--- config.mk ---
export PLATFORM = sky130hd
export DESIGN_NAME = i2s_frame_packer_flat
export DESIGN_NICKNAME = d
export VERILOG_FILES = /design/src/rtl/i2s_frame_packer_if.sv /design/src/rtl/i2s_frame_packer.sv /design/src/flat_wrapper.sv
export SDC_FILE = /design/constraint.sdc
export NUM_CORES = 2
export LEC_CHECK = 0
export BUFFER_PORTS_ARGS = -buffer_cell sky130_fd_sc_hd__buf_2
export CORE_MARGIN = 1
export CORE_UTILIZATION = 35
export CTS_CLUSTER_SIZE = 12
export DETAILED_ROUTE_END_ITERATION = 8
export GPL_TIMING_DRIVEN = 0
export PLACE_DENSITY = 0.51
export SLEW_MARGIN = 20
export SYNTH_ARGS = -nofsm -noshare
export SYNTH_HDL_FRONTEND = slang
export SYNTH_SLANG_ARGS = --single-unit
--- constraint.sdc ---
create_clock -name bclk -period 25.9 [get_ports bclk]
set_clock_uncertainty 0.05 [all_clocks]
set_input_delay 3.885 -clock bclk [delete_from_list [all_inputs] [get_ports bclk]]
set_output_delay 3.885 -clock bclk [all_outputs]
set_load 0.1 [all_outputs]
--- src/rtl/i2s_frame_packer_if.sv ---
// Stream bundle around the I2S frame packer: the PHY word stream going in
// and the AXI-Stream master going out.
// The master modport is the packer's view and the slave modport is its environment.
interface i2s_frame_packer_if;
  logic        s_axis_tvalid;
  logic [31:0] s_axis_tdata;
  logic        s_axis_tlast;
  logic        m_axis_tvalid;
  logic        m_axis_tready;
  logic [31:0] m_axis_tdata;
  logic [4:0]  m_axis_tuser;
  logic        m_axis_tlast;

  modport master (
    input  s_axis_tvalid,
    input  s_axis_tdata,
    input  s_axis_tlast,
    input  m_axis_tready,
    output m_axis_tvalid,
    output m_axis_tdata,
    output m_axis_tuser,
    output m_axis_tlast
  );

  modport slave (
    output s_axis_tvalid,
    output s_axis_tdata,
    output s_axis_tlast,
    output m_axis_tready,
    input  m_axis_tvalid,
    input  m_axis_tdata,
    input  m_axis_tuser,
    input  m_axis_tlast
  );
endinterface

--- src/rtl/i2s_frame_packer.sv ---
// I2S frame packer: formats PHY words to 32-bit containers and tags them with
// their TDM slot. Whole frames are admitted into a FIFO or dropped atomically.
// The FIFO is presented on a ready/valid master.
// Input words are registered once, then counted, formatted and admitted.
// The FIFO head is held in output registers, so every stream output is a flop.
module i2s_frame_packer #(
  parameter int DEPTH = 64
) (
  input  logic                bclk,
  input  logic                rst_n,
  i2s_frame_packer_if.master  bus,
  input  logic [5:0]          i_word_width,
  input  logic [4:0]          i_tdm_num,
  input  logic [1:0]          i_format,
  output logic [15:0]         o_drop_count,
  output logic [15:0]         o_frame_err_count
);

  localparam int AW = $clog2(DEPTH);
  localparam int CW = AW + 1;
  localparam int FW = (CW > 6) ? CW : 6;
  localparam int EW = 38;   // {last, user[4:0], data[31:0]}

  typedef enum logic {
    ST_PASS = 1'b0,
    ST_DROP = 1'b1
  } adm_state_e;

  // Zero-extend, sign-extend from bit w-1, or left-justify to bit 31.
  function automatic logic [31:0] format_sample(input logic [31:0] d,
                                                input logic [5:0]  w,
                                                input logic [1:0]  f);
    logic [31:0] mask;
    logic        sign;
    logic [31:0] r;
    mask = (w >= 6'd32) ? 32'hFFFF_FFFF : ((32'd1 << w) - 32'd1);
    sign = d[5'(w - 6'd1)];
    case (f)
      2'b00:   r = d & mask;
      2'b01:   r = (d & mask) | (sign ? ~mask : 32'd0);
      default: r = d << (6'd32 - w);
    endcase
    return r;
  endfunction

  // Saturating event counter step.
  function automatic logic [15:0] sat_inc16(input logic [15:0] v);
    return (v == 16'hFFFF) ? v : v + 16'd1;
  endfunction

  logic          in_valid_q;
  logic [31:0]   in_data_q;
  logic          in_last_q;
  logic [4:0]    ch_q, ch_d;
  logic [4:0]    nm1_q, nm1_d;
  logic [5:0]    w_q, w_d;
  logic [1:0]    fmt_q, fmt_d;
  adm_state_e    state_q, state_d;
  logic [15:0]   drop_q, err_q;
  logic [EW-1:0] mem_q [DEPTH];
  logic [AW-1:0] wr_ptr_q, wr_ptr_d, rd_ptr_q, rd_ptr_d;
  logic [CW-1:0] count_q, count_d, remain_s;
  logic          m_valid_q, m_valid_d;
  logic [EW-1:0] m_entry_q, m_entry_d;

  logic [4:0]    live_nm1_s, cur_nm1_s;
  logic [5:0]    live_w_s, cur_w_s;
  logic [1:0]    cur_fmt_s;
  logic          frame_start_s, at_end_s, store_last_s, frame_err_s;
  logic [EW-1:0] wr_entry_s;
  logic [FW-1:0] need_s, free_s;
  logic          do_read_s, admit_s, wr_en_s, drop_evt_s;

  // Register the incoming PHY word; this stage sets the one-cycle latency.
  always_ff @(posedge bclk or negedge rst_n) begin
    if (!rst_n) begin
      in_valid_q <= 1'b0;
      in_data_q  <= 32'd0;
      in_last_q  <= 1'b0;
    end else begin
      in_valid_q <= bus.s_axis_tvalid;
      in_data_q  <= bus.s_axis_tdata;
      in_last_q  <= bus.s_axis_tlast;
    end
  end

  // Frame-start words use the live configuration; later words use the latched copy.
  always_comb begin
    live_nm1_s    = i_tdm_num - 5'd1;   // 0 wraps to 31, i.e. 32 slots
    live_w_s      = ((i_word_width == 6'd0) || (i_word_width > 6'd32)) ? 6'd32 : i_word_width;
    frame_start_s = in_valid_q && (ch_q == 5'd0);
    if (frame_start_s) begin
      cur_nm1_s = live_nm1_s;
      cur_w_s   = live_w_s;
      cur_fmt_s = i_format;
    end else begin
      cur_nm1_s = nm1_q;
      cur_w_s   = w_q;
      cur_fmt_s = fmt_q;
    end
    at_end_s     = (ch_q == cur_nm1_s);
    store_last_s = in_last_q || at_end_s;
    frame_err_s  = in_valid_q && (in_last_q != at_end_s);
    wr_entry_s   = {store_last_s, ch_q, format_sample(in_data_q, cur_w_s, cur_fmt_s)};
    do_read_s    = m_valid_q && bus.m_axis_tready;
    need_s       = FW'({1'b0, cur_nm1_s}) + FW'(1'b1);
    free_s       = FW'(DEPTH) - FW'(count_q) + FW'(do_read_s);
    admit_s      = (free_s >= need_s);
  end

  // Slot counter advance and configuration latch.
  always_comb begin
    ch_d  = ch_q;
    nm1_d = nm1_q;
    w_d   = w_q;
    fmt_d = fmt_q;
    if (in_valid_q) begin
      ch_d = store_last_s ? 5'd0 : ch_q + 5'd1;
    end else begin
      ch_d = ch_q;
    end
    if (frame_start_s) begin
      nm1_d = live_nm1_s;
      w_d   = live_w_s;
      fmt_d = i_format;
    end else begin
      nm1_d = nm1_q;
    end
  end

  // Slot counter and latched configuration registers.
  always_ff @(posedge bclk or negedge rst_n) begin
    if (!rst_n) begin
      ch_q  <= 5'd0;
      nm1_q <= 5'd0;
      w_q   <= 6'd32;
      fmt_q <= 2'b00;
    end else begin
      ch_q  <= ch_d;
      nm1_q <= nm1_d;
      w_q   <= w_d;
      fmt_q <= fmt_d;
    end
  end

  // Admission state register.
  always_ff @(posedge bclk or negedge rst_n) begin
    if (!rst_n) begin
      state_q <= ST_PASS;
    end else begin
      state_q <= state_d;
    end
  end

  // Admission next state: decided only on a frame-start word.
  always_comb begin
    state_d = state_q;
    if (frame_start_s) begin
      state_d = admit_s ? ST_PASS : ST_DROP;
    end else begin
      state_d = state_q;
    end
  end

  // Admission outputs: write strobe and drop event.
  always_comb begin
    wr_en_s    = 1'b0;
    drop_evt_s = 1'b0;
    if (frame_start_s) begin
      wr_en_s    = admit_s;
      drop_evt_s = !admit_s;
    end else begin
      case (state_q)
        ST_PASS: wr_en_s = in_valid_q;
        ST_DROP: wr_en_s = 1'b0;
        default: wr_en_s = 1'b0;
      endcase
    end
  end

  // Saturating drop and frame-error counters.
  always_ff @(posedge bclk or negedge rst_n) begin
    if (!rst_n) begin
      drop_q <= 16'd0;
      err_q  <= 16'd0;
    end else begin
      drop_q <= drop_evt_s ? sat_inc16(drop_q) : drop_q;
      err_q  <= frame_err_s ? sat_inc16(err_q) : err_q;
    end
  end

  // FIFO pointer and occupancy next state, plus the next head word.
  always_comb begin
    wr_ptr_d  = wr_ptr_q + AW'(wr_en_s);
    rd_ptr_d  = rd_ptr_q + AW'(do_read_s);
    count_d   = count_q + CW'(wr_en_s) - CW'(do_read_s);
    remain_s  = count_q - CW'(do_read_s);
    m_valid_d = (count_d != {CW{1'b0}});
    if (count_d == {CW{1'b0}}) begin
      m_entry_d = {EW{1'b0}};
    end else if (wr_en_s && (remain_s == {CW{1'b0}})) begin
      m_entry_d = wr_entry_s;     // word written into an empty slot becomes the head
    end else begin
      m_entry_d = mem_q[rd_ptr_d];
    end
  end

  // FIFO pointers and occupancy.
  always_ff @(posedge bclk or negedge rst_n) begin
    if (!rst_n) begin
      wr_ptr_q <= {AW{1'b0}};
      rd_ptr_q <= {AW{1'b0}};
      count_q  <= {CW{1'b0}};
    end else begin
      wr_ptr_q <= wr_ptr_d;
      rd_ptr_q <= rd_ptr_d;
      count_q  <= count_d;
    end
  end

  // FIFO storage; contents are invalidated by the pointers on reset.
  always_ff @(posedge bclk) begin
    if (wr_en_s) begin
      mem_q[wr_ptr_q] <= wr_entry_s;
    end
  end

  // Registered head of the FIFO driving the stream outputs.
  always_ff @(posedge bclk or negedge rst_n) begin
    if (!rst_n) begin
      m_valid_q <= 1'b0;
      m_entry_q <= {EW{1'b0}};
    end else begin
      m_valid_q <= m_valid_d;
      m_entry_q <= m_entry_d;
    end
  end

  assign bus.m_axis_tvalid = m_valid_q;
  assign bus.m_axis_tdata  = m_entry_q[31:0];
  assign bus.m_axis_tuser  = m_entry_q[36:32];
  assign bus.m_axis_tlast  = m_entry_q[37];
  assign o_drop_count      = drop_q;
  assign o_frame_err_count = err_q;

endmodule

--- src/flat_wrapper.sv ---
// flat-port wrapper written by rule: the top's interface ports become plain ports
module i2s_frame_packer_flat 
#(
  parameter int DEPTH = 64
)
  (bclk, rst_n, i_word_width, i_tdm_num, i_format, o_drop_count, o_frame_err_count, bus_s_axis_tvalid, bus_s_axis_tdata, bus_s_axis_tlast, bus_m_axis_tready, bus_m_axis_tvalid, bus_m_axis_tdata, bus_m_axis_tuser, bus_m_axis_tlast);
  i2s_frame_packer_if bus_i ();
  input  logic bclk;
  input  logic rst_n;
  input  logic [5:0] i_word_width;
  input  logic [4:0] i_tdm_num;
  input  logic [1:0] i_format;
  output logic [15:0] o_drop_count;
  output logic [15:0] o_frame_err_count;
  input wire logic [$bits(bus_i.s_axis_tvalid)-1:0] bus_s_axis_tvalid;
  input wire logic [$bits(bus_i.s_axis_tdata)-1:0] bus_s_axis_tdata;
  input wire logic [$bits(bus_i.s_axis_tlast)-1:0] bus_s_axis_tlast;
  input wire logic [$bits(bus_i.m_axis_tready)-1:0] bus_m_axis_tready;
  output wire logic [$bits(bus_i.m_axis_tvalid)-1:0] bus_m_axis_tvalid;
  output wire logic [$bits(bus_i.m_axis_tdata)-1:0] bus_m_axis_tdata;
  output wire logic [$bits(bus_i.m_axis_tuser)-1:0] bus_m_axis_tuser;
  output wire logic [$bits(bus_i.m_axis_tlast)-1:0] bus_m_axis_tlast;
  assign bus_i.s_axis_tvalid = bus_s_axis_tvalid;
  assign bus_i.s_axis_tdata = bus_s_axis_tdata;
  assign bus_i.s_axis_tlast = bus_s_axis_tlast;
  assign bus_i.m_axis_tready = bus_m_axis_tready;
  assign bus_m_axis_tvalid = bus_i.m_axis_tvalid;
  assign bus_m_axis_tdata = bus_i.m_axis_tdata;
  assign bus_m_axis_tuser = bus_i.m_axis_tuser;
  assign bus_m_axis_tlast = bus_i.m_axis_tlast;
  i2s_frame_packer #(.DEPTH(DEPTH)) u_core (.bclk(bclk), .rst_n(rst_n), .bus(bus_i), .i_word_width(i_word_width), .i_tdm_num(i_tdm_num), .i_format(i_format), .o_drop_count(o_drop_count), .o_frame_err_count(o_frame_err_count));
endmodule
==> impl_results.md <==
* Crit end category: register
* Launching point of the worst reg2reg path: u_core.ch_q[2]
* Number of rows in the core area at 198
* TritonCTS clock tree: yes
* Total of hold buffers inserted after clock tree synthesis at 0
* I/O Buffers at 119
* Final worst-path cycle share at 0.407
* Hold Path Sink: u_core.o_frame_err_count[10]
* Overall routing resource usage at 0.218
* Final Hold Violating Endpoints at 0
* Layout cell share with drive strength beyond 1 at 0.317
* Global placement routability congestion at 0.873
* Category of the most critical setup path: in2reg
* Top_reg_cell synth: sky130_fd_sc_hd__edfxtp_1
* Num CTS Buffers at 282
* Initial antenna violation count at 14
* Path length in cells of the critical path at 26
* Share of the core filled with cells at 0.423
* Number of detailed-route iterations in the first pass at 8
* Post-synthesis share of cell area spent on xor and xnor gates at 0.00561
* Sum of overflow across all layers after global routing at 0
* Overall die area at 296000 um2
* Worst Path Max Fanout at 10
* Cell repeated most along the worst path: sky130_fd_sc_hd__ha_1
* Number of global-route vias before repair at 54186
* Slowest cell delay on critical path at 0.70 ns
* Share of the yosys chip area belonging to registers at 0.744
* Crit path DAT at 11.11 ns
* Post-synth design cell area at 103000 um2
* CORE AREA at 292000 um2
* Maximum achievable frequency at 94.8 MHz
* Largest family of logic cells by synthesized area: multiplexers
* Worst-skew pair later-pin latency at 0.86 ns
* Setup TNS at 0 ns
* Average size of a mapped cell at 21.7 um2
* Count of clock tree sinks at 2575
* Final setup fails at 0
* Crit path buffers/inverters at 5
* Clock period minus final worst setup slack at 10.55 ns
* Crit path max-delay cell type: sky130_fd_sc_hd__clkbuf_1
* Nets at 5504
* Initial Util at 0.353
* Area fraction in and, or, nand and nor cells after synthesis at 0.0263
* Arithmetic-cell share of the synthesized area counting full adders, half adders and majority gates at 0.00493
* Iteration-0 DRC Markers at 7098
* Number of synthesized flops with an enable pin at 2432
* Number of instances in the synthesized netlist at 4754
* Setup repair after global routing missed its margin: false
* Synth unique cells at 96
* CTS clk-pin slew, worst paths at 0.05 ns
* Worst Hold Slack at 0.431 ns
* Die boundary height at 544 um
* Final max-slew violation count at 0
* Horizontal die dimension at 544 um
* Proportion of register bits with asynchronous set or reset after synthesis at 0.0555
* Endpoint of the lowest-slack register-to-register path: u_core.m_entry_q[10]
* Maximum number of pins on one net before global-route repair at 80
* Root buffer cell: sky130_fd_sc_hd__clkbuf_16
* Routed Antenna Nets at 0
* Post-CTS repair timing setup buffer count at 0
* Total number of vias at 54143
* Syn Nets at 4844
* Wire per inst at 34.1 um
* Kind of cell adding the most delay to the critical path: compound AO/OA/AOI/OAI gates
* Source of the worst hold timing path: u_core.o_frame_err_count[10]
* Worst reg2reg setup slack at 16.06 ns
* Layout fillers at 25319
* Post-route DRC violation count at 0
* Number of cells traversed by the worst register-to-register path at 31
* Post-synthesis to final-layout area growth at 19.9%
* Outcome: complete, no violations
* Area fraction in compound gates after synthesis at 0.0237
* H-tree depth at 5
* Data required, critical path at 26.46 ns
* Number of warnings issued by yosys at 0
* Slew at the pin closest to its max-slew limit at 1.25 ns
* Yosys reg bits at 2575
* Max-Slew Margin vs Limit at 0.170
* Type of element launching the critical path: input port
* Multiplexer share of the synthesized area at 0.183
* Wire length of the first global-routing pass at 447000 um
* Routed via count divided by cell count at 5.70
* Kind of path behind the tightest hold check: reg2reg
* Total I/O pin count at 121
* DPL Wire Length at 225000 um
* Post-cts gate resize count at 0
* Aggregate routed wire length at 324000 um
* Worst hold path stage count at 1
* Max-cap check violation count at 0
* Maximum clock insertion buffer count at 4
cell usage in the layout (no fill, tap or decap), types with 25 or more instances in the layout:
cell,count
sky130_fd_sc_hd__mux2i_1,38
sky130_fd_sc_hd__nand3_1,55
sky130_fd_sc_hd__clkinv_2,25
sky130_fd_sc_hd__a22o_1,25
sky130_fd_sc_hd__clkinv_1,48
sky130_fd_sc_hd__and3_1,27
sky130_fd_sc_hd__edfxtp_1,2432
sky130_fd_sc_hd__nand2_1,174
sky130_fd_sc_hd__clkbuf_2,37
sky130_fd_sc_hd__clkbuf_1,216
sky130_fd_sc_hd__a21oi_1,67
sky130_fd_sc_hd__o21ai_0,36
sky130_fd_sc_hd__buf_12,94
sky130_fd_sc_hd__nor2_1,61
sky130_fd_sc_hd__mux4_2,816
sky130_fd_sc_hd__buf_16,135
sky130_fd_sc_hd__nor3_1,37
sky130_fd_sc_hd__ha_1,39
sky130_fd_sc_hd__buf_2,163
sky130_fd_sc_hd__dfrtp_1,137
sky130_fd_sc_hd__nor2_4,64
sky130_fd_sc_hd__buf_1,28
sky130_fd_sc_hd__inv_1,55
sky130_fd_sc_hd__xnor2_1,43
sky130_fd_sc_hd__clkbuf_16,287
cell families (layout without fill, tap and decap cells):
group,count (synthesis),count (layout)
DFF,2575,2575
muxes,864,864
adders and majority gates,40,40
xor gates and xnor gates,66,66
other,0,8
AOI/OAI and AO/OA,335,335
and+or+nand+nor,555,555
buffers and inverters,319,1152
state kept, by name (all words and copies together) (netlist names):
| signal | count |
|---|---|
| u_core.wr_ptr_q | 6 |
| u_core.m_entry_q | 38 |
| u_core.mem_q | 2432 |
| u_core.o_frame_err_count | 16 |
| u_core.ch_q | 5 |
| u_core.nm1_q | 5 |
| u_core.in_last_q | 1 |
| u_core.w_q | 6 |
| u_core.o_drop_count | 16 |
| u_core.state_q | 1 |
| u_core.count_q | 7 |
| u_core.in_data_q | 32 |
| u_core.in_valid_q | 1 |
| u_core.bus.m_axis_tvalid | 1 |
| u_core.rd_ptr_q | 6 |
| u_core.fmt_q | 2 |
synthesized netlist by cell type, drive strengths merged (10+ instances only):
library cell	count	area (um2)
a21oi	67	335
xor2	23	201
clkbuf	165	619
nand2	180	688
xnor2	43	377
and3	27	169
nor4	11	68.8
and2	16	100
o21ai	50	262
a211oi	11	87.6
o211ai	20	180
buf	95	438
a21o	11	82.6
nor2	127	479
edfxtp	2432	73000
dfrtp	142	3550
mux4	816	18400
o21a	13	97.6
or2	14	87.6
mux2i	39	390
inv	57	214
a22o	25	219
ha	39	488
nand3	55	275
nand2b	15	93.8
a31oi	22	144
nor2b	10	62.6
nand4	15	93.8
a311o	12	120
a211o	12	105
nor3	38	195
layout make-up:
cell class                 count  area [um2]  share of cell area
buffer                       260        1120             0.00909
inverter                      59         223             0.00180
multi-input combinational   1860       25900               0.210
tap                         3900        4880              0.0395
clock inverter                93         666             0.00539
sequential                  2575       76600               0.621
timing repair buffer         376        6510              0.0528
clock buffer                 364        7510              0.0608
antenna                        8        20.0            0.000162
worst max-delay path by stage:
stage,from,slack [ns],endpoint
floorplan,i_word_width[5],15.73,u_core.mem_q[0][2]
global placement,i_word_width[5],10.53,u_core.mem_q[22][5]
detailed placement,i_tdm_num[0],14.68,u_core.m_entry_q[28]
CTS,i_tdm_num[0],15.55,u_core.m_entry_q[25]
global route,i_tdm_num[0],15.11,u_core.m_entry_q[10]
finish,i_tdm_num[0],15.35,u_core.m_entry_q[10]
worst register-to-register path: cells and delay by family (launching register included):
| family | cells | cell delay, ns |
|---|---|---|
| buffers and inverters | 8 | 3.28 |
| AOI/OAI and AO/OA | 9 | 2.05 |
| and+or+nand+nor | 9 | 1.83 |
| adders and majority gates | 4 | 1.37 |
| DFF | 1 | 0.87 |
| xor gates and xnor gates | 1 | 0.16 |
stage by stage:
| stage | std cells | instance area [um2] | setup WS (ns) |
|---|---|---|---|
| after floorplan | 4754 | 103000 | 15.73 |
| after global placement | 8773 | 108000 | 10.53 |
| after detailed placement | 9027 | 115000 | 14.68 |
| after CTS | 9484 | 123000 | 15.55 |
| after global routing | 9488 | 123000 | 15.11 |
| final | 9495 | 123000 | 15.35 |
routing by layer:
layer  GRT usage  part of all wire  vias to the layer above  routed length, um
met5     0.00325           0.00042                        -                137
met2       0.345              0.47                     2372             152000
met4      0.0637             0.030                        2               9720
li1            -                 -                    21468                  -
met3      0.0385             0.074                      479              24100
met1       0.307              0.42                    29822             137000
Power is left out: the tool's default activity adds up to more than one toggle a clock period on the data nets, which glitch-free logic cannot reach.
